===== src/rtl/inst_mem_loadable_if.sv =====
// Loader and fetch handshake bundle for the loadable instruction memory.
// The master side is the loader/fetch unit, the slave side is the memory.
interface inst_mem_loadable_if #(
  parameter int DATA_WIDTH = 32,
  parameter int ADDR_WIDTH = 5
);
  logic                  load_en;
  logic [ADDR_WIDTH-1:0] load_addr;
  logic [DATA_WIDTH-1:0] load_data;
  logic                  load_ready;
  logic                  fetch_req;
  logic [ADDR_WIDTH-1:0] fetch_addr;
  logic                  fetch_ready;
  logic                  inst_valid;
  logic [DATA_WIDTH-1:0] inst;
  logic                  inst_err;
  logic                  inst_ready;

  modport master (
    output load_en, load_addr, load_data, fetch_req, fetch_addr, inst_ready,
    input  load_ready, fetch_ready, inst_valid, inst, inst_err
  );

  modport slave (
    input  load_en, load_addr, load_data, fetch_req, fetch_addr, inst_ready,
    output load_ready, fetch_ready, inst_valid, inst, inst_err
  );
endinterface


===== src/rtl/inst_mem_loadable.sv =====
// Loadable synchronous-read instruction memory. After reset every word is
// cleared to FILL (one word per cycle), then the loader port writes words and
// the fetch port returns one registered instruction per cycle with
// valid/ready backpressure. Addresses at or beyond DEPTH are flagged on fetch
// and dropped on load, never aliased.
module inst_mem_loadable #(
  parameter int          DATA_WIDTH = 32,
  parameter int          ADDR_WIDTH = 5,
  parameter int          DEPTH      = 20,
  parameter logic [31:0] FILL       = 32'h00000000
) (
  input  logic               clk,
  input  logic               resetn,
  inst_mem_loadable_if.slave bus
);

  localparam logic [DATA_WIDTH-1:0] FILL_W   = DATA_WIDTH'(FILL);
  localparam logic [ADDR_WIDTH:0]   DEPTH_X  = (ADDR_WIDTH+1)'(DEPTH);
  localparam logic [ADDR_WIDTH-1:0] LAST_IDX = ADDR_WIDTH'(DEPTH - 1);

  typedef enum logic {S_INIT, S_RUN} state_t;

  state_t                state_q;
  state_t                state_d;
  logic [ADDR_WIDTH-1:0] clr_cnt;
  logic [DATA_WIDTH-1:0] mem [DEPTH];

  logic                  vld_p1;
  logic                  err_p1;
  logic [DATA_WIDTH-1:0] inst_p1;

  logic                  load_ready;
  logic                  fetch_ready;
  logic                  load_acc;
  logic                  fetch_acc;
  logic                  load_in_range;
  logic                  fetch_in_range;

  // Address range checks use one extra bit so DEPTH = 2^ADDR_WIDTH is exact.
  assign load_in_range  = ({1'b0, bus.load_addr}  < DEPTH_X);
  assign fetch_in_range = ({1'b0, bus.fetch_addr} < DEPTH_X);

  // Next state and handshake readies; readies depend only on state, valid and inst_ready.
  always_comb begin
    state_d     = state_q;
    load_ready  = 1'b0;
    fetch_ready = 1'b0;
    if (state_q == S_INIT) begin
      if (clr_cnt == LAST_IDX) begin
        state_d = S_RUN;
      end
    end else begin
      load_ready  = 1'b1;
      fetch_ready = !vld_p1 || bus.inst_ready;
    end
  end

  assign load_acc  = bus.load_en   && load_ready;
  assign fetch_acc = bus.fetch_req && fetch_ready;

  // State register and clear counter; reset restarts the clear sweep from word 0.
  always_ff @(posedge clk) begin
    if (!resetn) begin
      state_q <= S_INIT;
      clr_cnt <= '0;
    end else begin
      state_q <= state_d;
      if (state_q == S_INIT) begin
        clr_cnt <= clr_cnt + 1'b1;
      end
    end
  end

  // Word array writes: FILL sweep during INIT, in-range loader writes during RUN.
  always_ff @(posedge clk) begin
    if (resetn) begin
      if (state_q == S_INIT) begin
        mem[clr_cnt] <= FILL_W;
      end else if (load_acc && load_in_range) begin
        mem[bus.load_addr] <= bus.load_data;
      end
    end
  end

  // Stage p1: registered fetch result; NBA ordering gives read-before-write.
  always_ff @(posedge clk) begin
    if (!resetn) begin
      vld_p1  <= 1'b0;
      inst_p1 <= '0;
      err_p1  <= 1'b0;
    end else if (fetch_acc) begin
      vld_p1 <= 1'b1;
      if (fetch_in_range) begin
        inst_p1 <= mem[bus.fetch_addr];
        err_p1  <= 1'b0;
      end else begin
        inst_p1 <= '0;
        err_p1  <= 1'b1;
      end
    end else if (vld_p1 && bus.inst_ready) begin
      vld_p1 <= 1'b0;
    end
  end

  assign bus.load_ready  = load_ready;
  assign bus.fetch_ready = fetch_ready;
  assign bus.inst_valid  = vld_p1;
  assign bus.inst        = inst_p1;
  assign bus.inst_err    = err_p1;

endmodule


===== src/flat_wrapper.sv =====
// flat-port wrapper written by rule: the top's interface ports become plain ports
module inst_mem_loadable_flat 
#(
  parameter int          DATA_WIDTH = 32,
  parameter int          ADDR_WIDTH = 5,
  parameter int          DEPTH      = 20,
  parameter logic [31:0] FILL       = 32'h00000000
)
  (clk, resetn, bus_load_en, bus_load_addr, bus_load_data, bus_fetch_req, bus_fetch_addr, bus_inst_ready, bus_load_ready, bus_fetch_ready, bus_inst_valid, bus_inst, bus_inst_err);
  inst_mem_loadable_if #(.DATA_WIDTH(DATA_WIDTH), .ADDR_WIDTH(ADDR_WIDTH)) bus_i ();
  input  logic clk;
  input  logic resetn;
  input wire logic [$bits(bus_i.load_en)-1:0] bus_load_en;
  input wire logic [$bits(bus_i.load_addr)-1:0] bus_load_addr;
  input wire logic [$bits(bus_i.load_data)-1:0] bus_load_data;
  input wire logic [$bits(bus_i.fetch_req)-1:0] bus_fetch_req;
  input wire logic [$bits(bus_i.fetch_addr)-1:0] bus_fetch_addr;
  input wire logic [$bits(bus_i.inst_ready)-1:0] bus_inst_ready;
  output wire logic [$bits(bus_i.load_ready)-1:0] bus_load_ready;
  output wire logic [$bits(bus_i.fetch_ready)-1:0] bus_fetch_ready;
  output wire logic [$bits(bus_i.inst_valid)-1:0] bus_inst_valid;
  output wire logic [$bits(bus_i.inst)-1:0] bus_inst;
  output wire logic [$bits(bus_i.inst_err)-1:0] bus_inst_err;
  assign bus_i.load_en = bus_load_en;
  assign bus_i.load_addr = bus_load_addr;
  assign bus_i.load_data = bus_load_data;
  assign bus_i.fetch_req = bus_fetch_req;
  assign bus_i.fetch_addr = bus_fetch_addr;
  assign bus_i.inst_ready = bus_inst_ready;
  assign bus_load_ready = bus_i.load_ready;
  assign bus_fetch_ready = bus_i.fetch_ready;
  assign bus_inst_valid = bus_i.inst_valid;
  assign bus_inst = bus_i.inst;
  assign bus_inst_err = bus_i.inst_err;
  inst_mem_loadable #(.DATA_WIDTH(DATA_WIDTH), .ADDR_WIDTH(ADDR_WIDTH), .DEPTH(DEPTH), .FILL(FILL)) u_core (.clk(clk), .resetn(resetn), .bus(bus_i));
endmodule

===== config.mk =====
export PLATFORM = sky130hd
export DESIGN_NAME = inst_mem_loadable_flat
export DESIGN_NICKNAME = d
export VERILOG_FILES = /design/src/rtl/inst_mem_loadable_if.sv /design/src/rtl/inst_mem_loadable.sv /design/src/flat_wrapper.sv
export SDC_FILE = /design/constraint.sdc
export NUM_CORES = 1
export LEC_CHECK = 0
export BUFFER_PORTS_ARGS = -buffer_cell sky130_fd_sc_hd__buf_2
export CAP_MARGIN = 15
export CORE_MARGIN = 2
export CORE_UTILIZATION = 52
export DETAILED_ROUTE_END_ITERATION = 10
export GPL_TIMING_DRIVEN = 0
export PLACE_DENSITY = 0.71
export SLEW_MARGIN = 40
export SYNTH_ARGS = -nofsm -noshare
export SYNTH_HDL_FRONTEND = slang
export SYNTH_SLANG_ARGS = --single-unit

===== constraint.sdc =====
create_clock -name clk -period 2.9 [get_ports clk]
set_input_delay 0.29 -clock clk [delete_from_list [all_inputs] [get_ports clk]]
set_output_delay 0.29 -clock clk [all_outputs]
set_load 0.01 [all_outputs]

* After elaboration in Yosys (flattened, before gate mapping)
Memories as Yosys holds them, arrays and structs flattened. Index checks and enable logic that the tools add are counted.
Storage, ports and cells: register bits 40, output and inout bits 36, memories kept 1, memory bits (writable) 640, logic and storage cells 36
Memory list:
- u_core.mem | depth 20, width 32, rd ports 1, clocked after Yosys merged registers in 0, write ports 1, line inst_mem_loadable.sv:26 | logic [DATA_WIDTH-1:0] mem [DEPTH];
Cells by class: add/sub/neg operators 1, order comparisons 2, reductions and logical operators 8, eq/ne operators 1, multiplexer cells 18
Operator list (number):
- $mux W32 | 2
- $reduce_or A32 Y1 | 1
- $mux W1 | 15
- $lt A5 B5 Y1 const B | 2
- $add A5 B1 Y5 const B | 1
- $eq A5 B5 Y1 const B | 1
- $mux W5 | 1
- $logic_and A1 B1 Y1 | 4
- $reduce_bool A2 Y1 | 1
- $logic_not A1 Y1 | 1
- $logic_or A1 B1 Y1 | 1

* Logic depth before layout (Yosys ltp)
depth in word-level cells 9, depth in mapped cells 7, mapped depth without buffers 4

* Worst setup path before layout
OpenSTA, ideal clock, no wires.
path kind register -> register, from register u_core.state_q, to memory u_core.mem[6][0] (enable), stages on the path, launching flop included 6, path slack -0.239 ns, clock period less this slack 3.139 ns, arrival 2.717 ns, required time 2.479 ns, cells stage by stage dfxtp_1 buf_2 nand3_1 a21oi_2 a32oi_1 nor2_1
On the way: longest elaborated chain between the ends 9, elaborated cells on any way between the ends 13
RTL lines:
- start, declared | line inst_mem_loadable.sv:23 | state_t state_q;
- start signal, assigned | line inst_mem_loadable.sv:67 | state_q <= state_d;
- $mux W1 | line inst_mem_loadable.sv:48 | if (state_q == S_INIT) begin
- $logic_and A1 B1 Y1 | line inst_mem_loadable.sv:58 | assign load_acc = bus.load_en && load_ready;
- $logic_and A1 B1 Y1 | line inst_mem_loadable.sv:79 | end else if (load_acc && load_in_range) begin
- $mux W1 | line inst_mem_loadable.sv:79
- $mux W1 | line inst_mem_loadable.sv:77 | if (state_q == S_INIT) begin
- $mux W1 | line inst_mem_loadable.sv:76 | if (resetn) begin
- $mux W1 (not written as such) | line inst_mem_loadable.sv:80 | mem[bus.load_addr] <= bus.load_data;
- $reduce_or A32 Y1 (no source line)
- $mux W5 (no source line) / $mux W1 (equally long branches)
- end, declared | line inst_mem_loadable.sv:26
Several ways; a longest one is shown, not always the timed one.

* Worst setup path after layout
from register u_core.state_q, to memory u_core.mem[8][28] (enable)
Same word-level chain as after synthesis.

==> impl_metrics.env <==
export IMPL_criticalPathCategory="flop to flop"
export IMPL_antenna_found_initial=0
export IMPL_async_flop_share_pct=0
export IMPL_numPortBuffers=80
export IMPL_synth_edf_count=640
export IMPL_worst_slew_pin_transition_ps=914
export IMPL_drt_iter0_markers=1543
export IMPL_insertion_delay_ps=610
export IMPL_clk_path_buf_depth=3
export IMPL_design_core_area_um2=50200
export IMPL_fmax_mhz=361
export IMPL_synth_top_family_by_area="multiplexers"
export IMPL_hold_slack_ps=35.6
export IMPL_finalHoldViolCount=0
export IMPL_yosys_area_share_adder_pct=0.0472
export IMPL_rrSetupSlack_ps=130
export IMPL_cp_max_fo=15
export IMPL_vias=14852
export IMPL_nets=1726
export IMPL_area_delta_synth_final_pct=17.9
export IMPL_synth_compound_area_share_pct=6.92
export IMPL_drive_above_1_share_pct=23.7
export IMPL_yosysSeqAreaShare_pct=75.6
export IMPL_startpoint_type="flop"
export IMPL_diodes=0
export IMPL_grt_pass1_wl_um=96600
export IMPL_drt_wl_total_um=66300
export IMPL_dr_pass1_iters=6
export IMPL_synthMuxAreaShare_pct=12.6
export IMPL_synth_xor_area_share_pct=0.132
export IMPL_setup_violations=0
export IMPL_grtUsageTotal_pct=25.2
export IMPL_fp_row_count=82
export IMPL_cts_tree="done"
export IMPL_die_w_um=230
export IMPL_min_period_ps=2770
export IMPL_die_area_um2=52800
export IMPL_ir_worst_vdd_mv=0.530
export IMPL_ios=83
export IMPL_htree_levels=3
export IMPL_final_cell_area_um2=31200
export IMPL_start_util_pct=52.8
export IMPL_ys_flop_type="edfxtp_1"
export IMPL_overflow=0
export IMPL_drt_vias_per_instance=6.17
export IMPL_skew_ps=19.8
export IMPL_crit_arrival_ps=3060
export IMPL_root_buffer="clkbuf_16"
export IMPL_power_density_nw_per_um2=660
export IMPL_synth_area_um2=26500
export IMPL_clk_pin_slew_worst_paths_ps=60
export IMPL_period_share_pct=95.4
export IMPL_synthesis_nets=1519
export IMPL_cts_sinks=680
export IMPL_routabilityCongestion=0.767
export IMPL_required_ps=3190
export IMPL_fp_dieH_um=230
export IMPL_crit_path_end_kind="flop"
export IMPL_status="complete, no violations"
export IMPL_slew_headroom_pct=39.0
export IMPL_grt_max_degree=21
export IMPL_drv_cap=0
export IMPL_timing_final_max_slew_violations=0
export IMPL_p_leak_nw=9.89
export IMPL_postRouteAntennaNets=0
export IMPL_synth_simple_area_share_pct=2.84
export IMPL_ys_types=43
export IMPL_synthCells=1471
export IMPL_syn_avg_cell_area_um2=18.0
export IMPL_dp_hpwl_um=43000
export IMPL_routedWlPerCell_um=27.6
export IMPL_ys_warn_count=0
export IMPL_rsz0062_at_grt="no"
export IMPL_drc=0
export IMPL_hold_class="input port to flop"
export IMPL_grt_pass1_vias=15119
export IMPL_synth_seq_cells=680
export IMPL_numCtsBuffers=69
export IMPL_place_area_um2=28700
==> registers in the layout (all words and copies together), names as in the netlist <==
signal,count
u_core.bus.inst,32
u_core.bus.inst_valid,1
u_core.bus.inst_err,1
u_core.clr_cnt,5
u_core.state_q,1
u_core.mem,640
==> cells by family (layout without fill, tap and decap cells) <==
| family | Yosys count | count (layout) |
|---|---|---|
| muxes | 289 | 289 |
| DFF | 680 | 680 |
| xor gates and xnor gates | 4 | 4 |
| adders and majority gates | 1 | 1 |
| buffers and inverters | 100 | 363 |
| and+or+nand+nor | 156 | 156 |
| AOI/OAI and AO/OA | 241 | 241 |
==> Yosys cell counts, types with 3 or more instances <==
cell type / instances / area [µm²]
mux2_2: 31 / 349
a21oi_1: 5 / 25.0
nor2b_1: 6 / 37.5
mux2i_1: 225 / 2250
a311oi_1: 32 / 280
o22ai_1: 36 / 225
a221oi_1: 31 / 272
buf_6: 4 / 45.0
and2_1: 34 / 213
xor2_1: 3 / 26.3
nor2_1: 93 / 349
a31oi_1: 3 / 18.8
edfxtp_1: 640 / 19200
a22oi_1: 96 / 721
buf_2: 30 / 150
dfxtp_1: 40 / 801
nand3_1: 4 / 20.0
o211ai_1: 32 / 240
clkbuf_1: 47 / 176
nor3b_1: 3 / 22.5
buf_4: 13 / 97.6
mux4_2: 33 / 743
inv_1: 4 / 15.0
==> timing repair <==
item	in CTS	in global routing
endpoints found under the setup margin	538	729
endpoints found under the hold margin	1	0
buffers inserted	2	11
pin swaps	0	8
hold buffers	1	0
gates resized for setup	0	30
==> power breakdown <==
| part | switching (mW) | leakage [nW] | total [mW] | internal (mW) |
|---|---|---|---|---|
| Sequential | 0.0297 | 5.34 | 10.7 | 10.7 |
| Clock | 3.65 | 1.12 | 9.03 | 5.38 |
| Combinational | 0.539 | 3.43 | 0.853 | 0.314 |
| Total | 4.22 | 9.89 | 20.6 | 16.4 |
==> layout by cell type (no fill, tap or decap), drive strengths merged, types with 33 or more instances in the layout <==
cell,instances
clkbuf,147
buf,184
o22ai,36
mux2i,225
mux4,33
and2,35
dfxtp,40
nor2,93
edfxtp,640
a22oi,96
==> final cells by class <==
cell class	instances	area (µm²)
buffer	96	483
clock buffer	100	1980
clock inverter	27	330
fill	3468	18900
inverter	4	15.0
multi-input combinational	691	6210
sequential	680	20000
tap	672	841
timing repair buffer	136	1340
==> routing by layer <==
metal	up-vias	track usage, %	routed length [µm]
li1	6394	-	-
met1	7627	32.9	26100
met2	662	41.8	32800
met5	-	0	0
met3	169	5.10	5040
met4	0	9.62	2360
==> through the flow <==
stage                     utilization [%]  setup TNS, ps  setup WS, ps  power (mW)  std cells
after global placement               55.3       -1472320         -2560        11.7       2223
after detailed placement             57.3         -55000          -350        11.8       2265
final                                62.2              0           133        20.6       2406
after CTS                            61.9              0          19.9        20.7       2395
after global routing                 62.2              0          28.1        21.1       2406
after floorplan                         -        -140990          -239        11.4       1471
==> worst max-delay path, cell delays in order (launching register included) <==
cell,delay (ps)
dfxtp_1,340
buf_2,220
nand3_1,330
a21oi_4,320
buf_12,180
a31oi_2,310
nor2_4,470
buf_8,260
==> path summary, 6_finish.rpt <==
kind | from | end | depth (start not counted)
max | u_core.state_q$_SDFF_PN0_ | u_core.mem[8][28]$_DFFE_PP_ | 7
max reg2reg | u_core.state_q$_SDFF_PN0_ | u_core.mem[8][28]$_DFFE_PP_ | 7
min | bus_inst_ready | u_core.bus.inst_valid$_SDFFE_PN0P_ | 3
min reg2reg | u_core.state_q$_SDFF_PN0_ | u_core.bus.inst_valid$_SDFFE_PN0P_ | 2
Note: power is estimated with default switching activity, not from simulation.
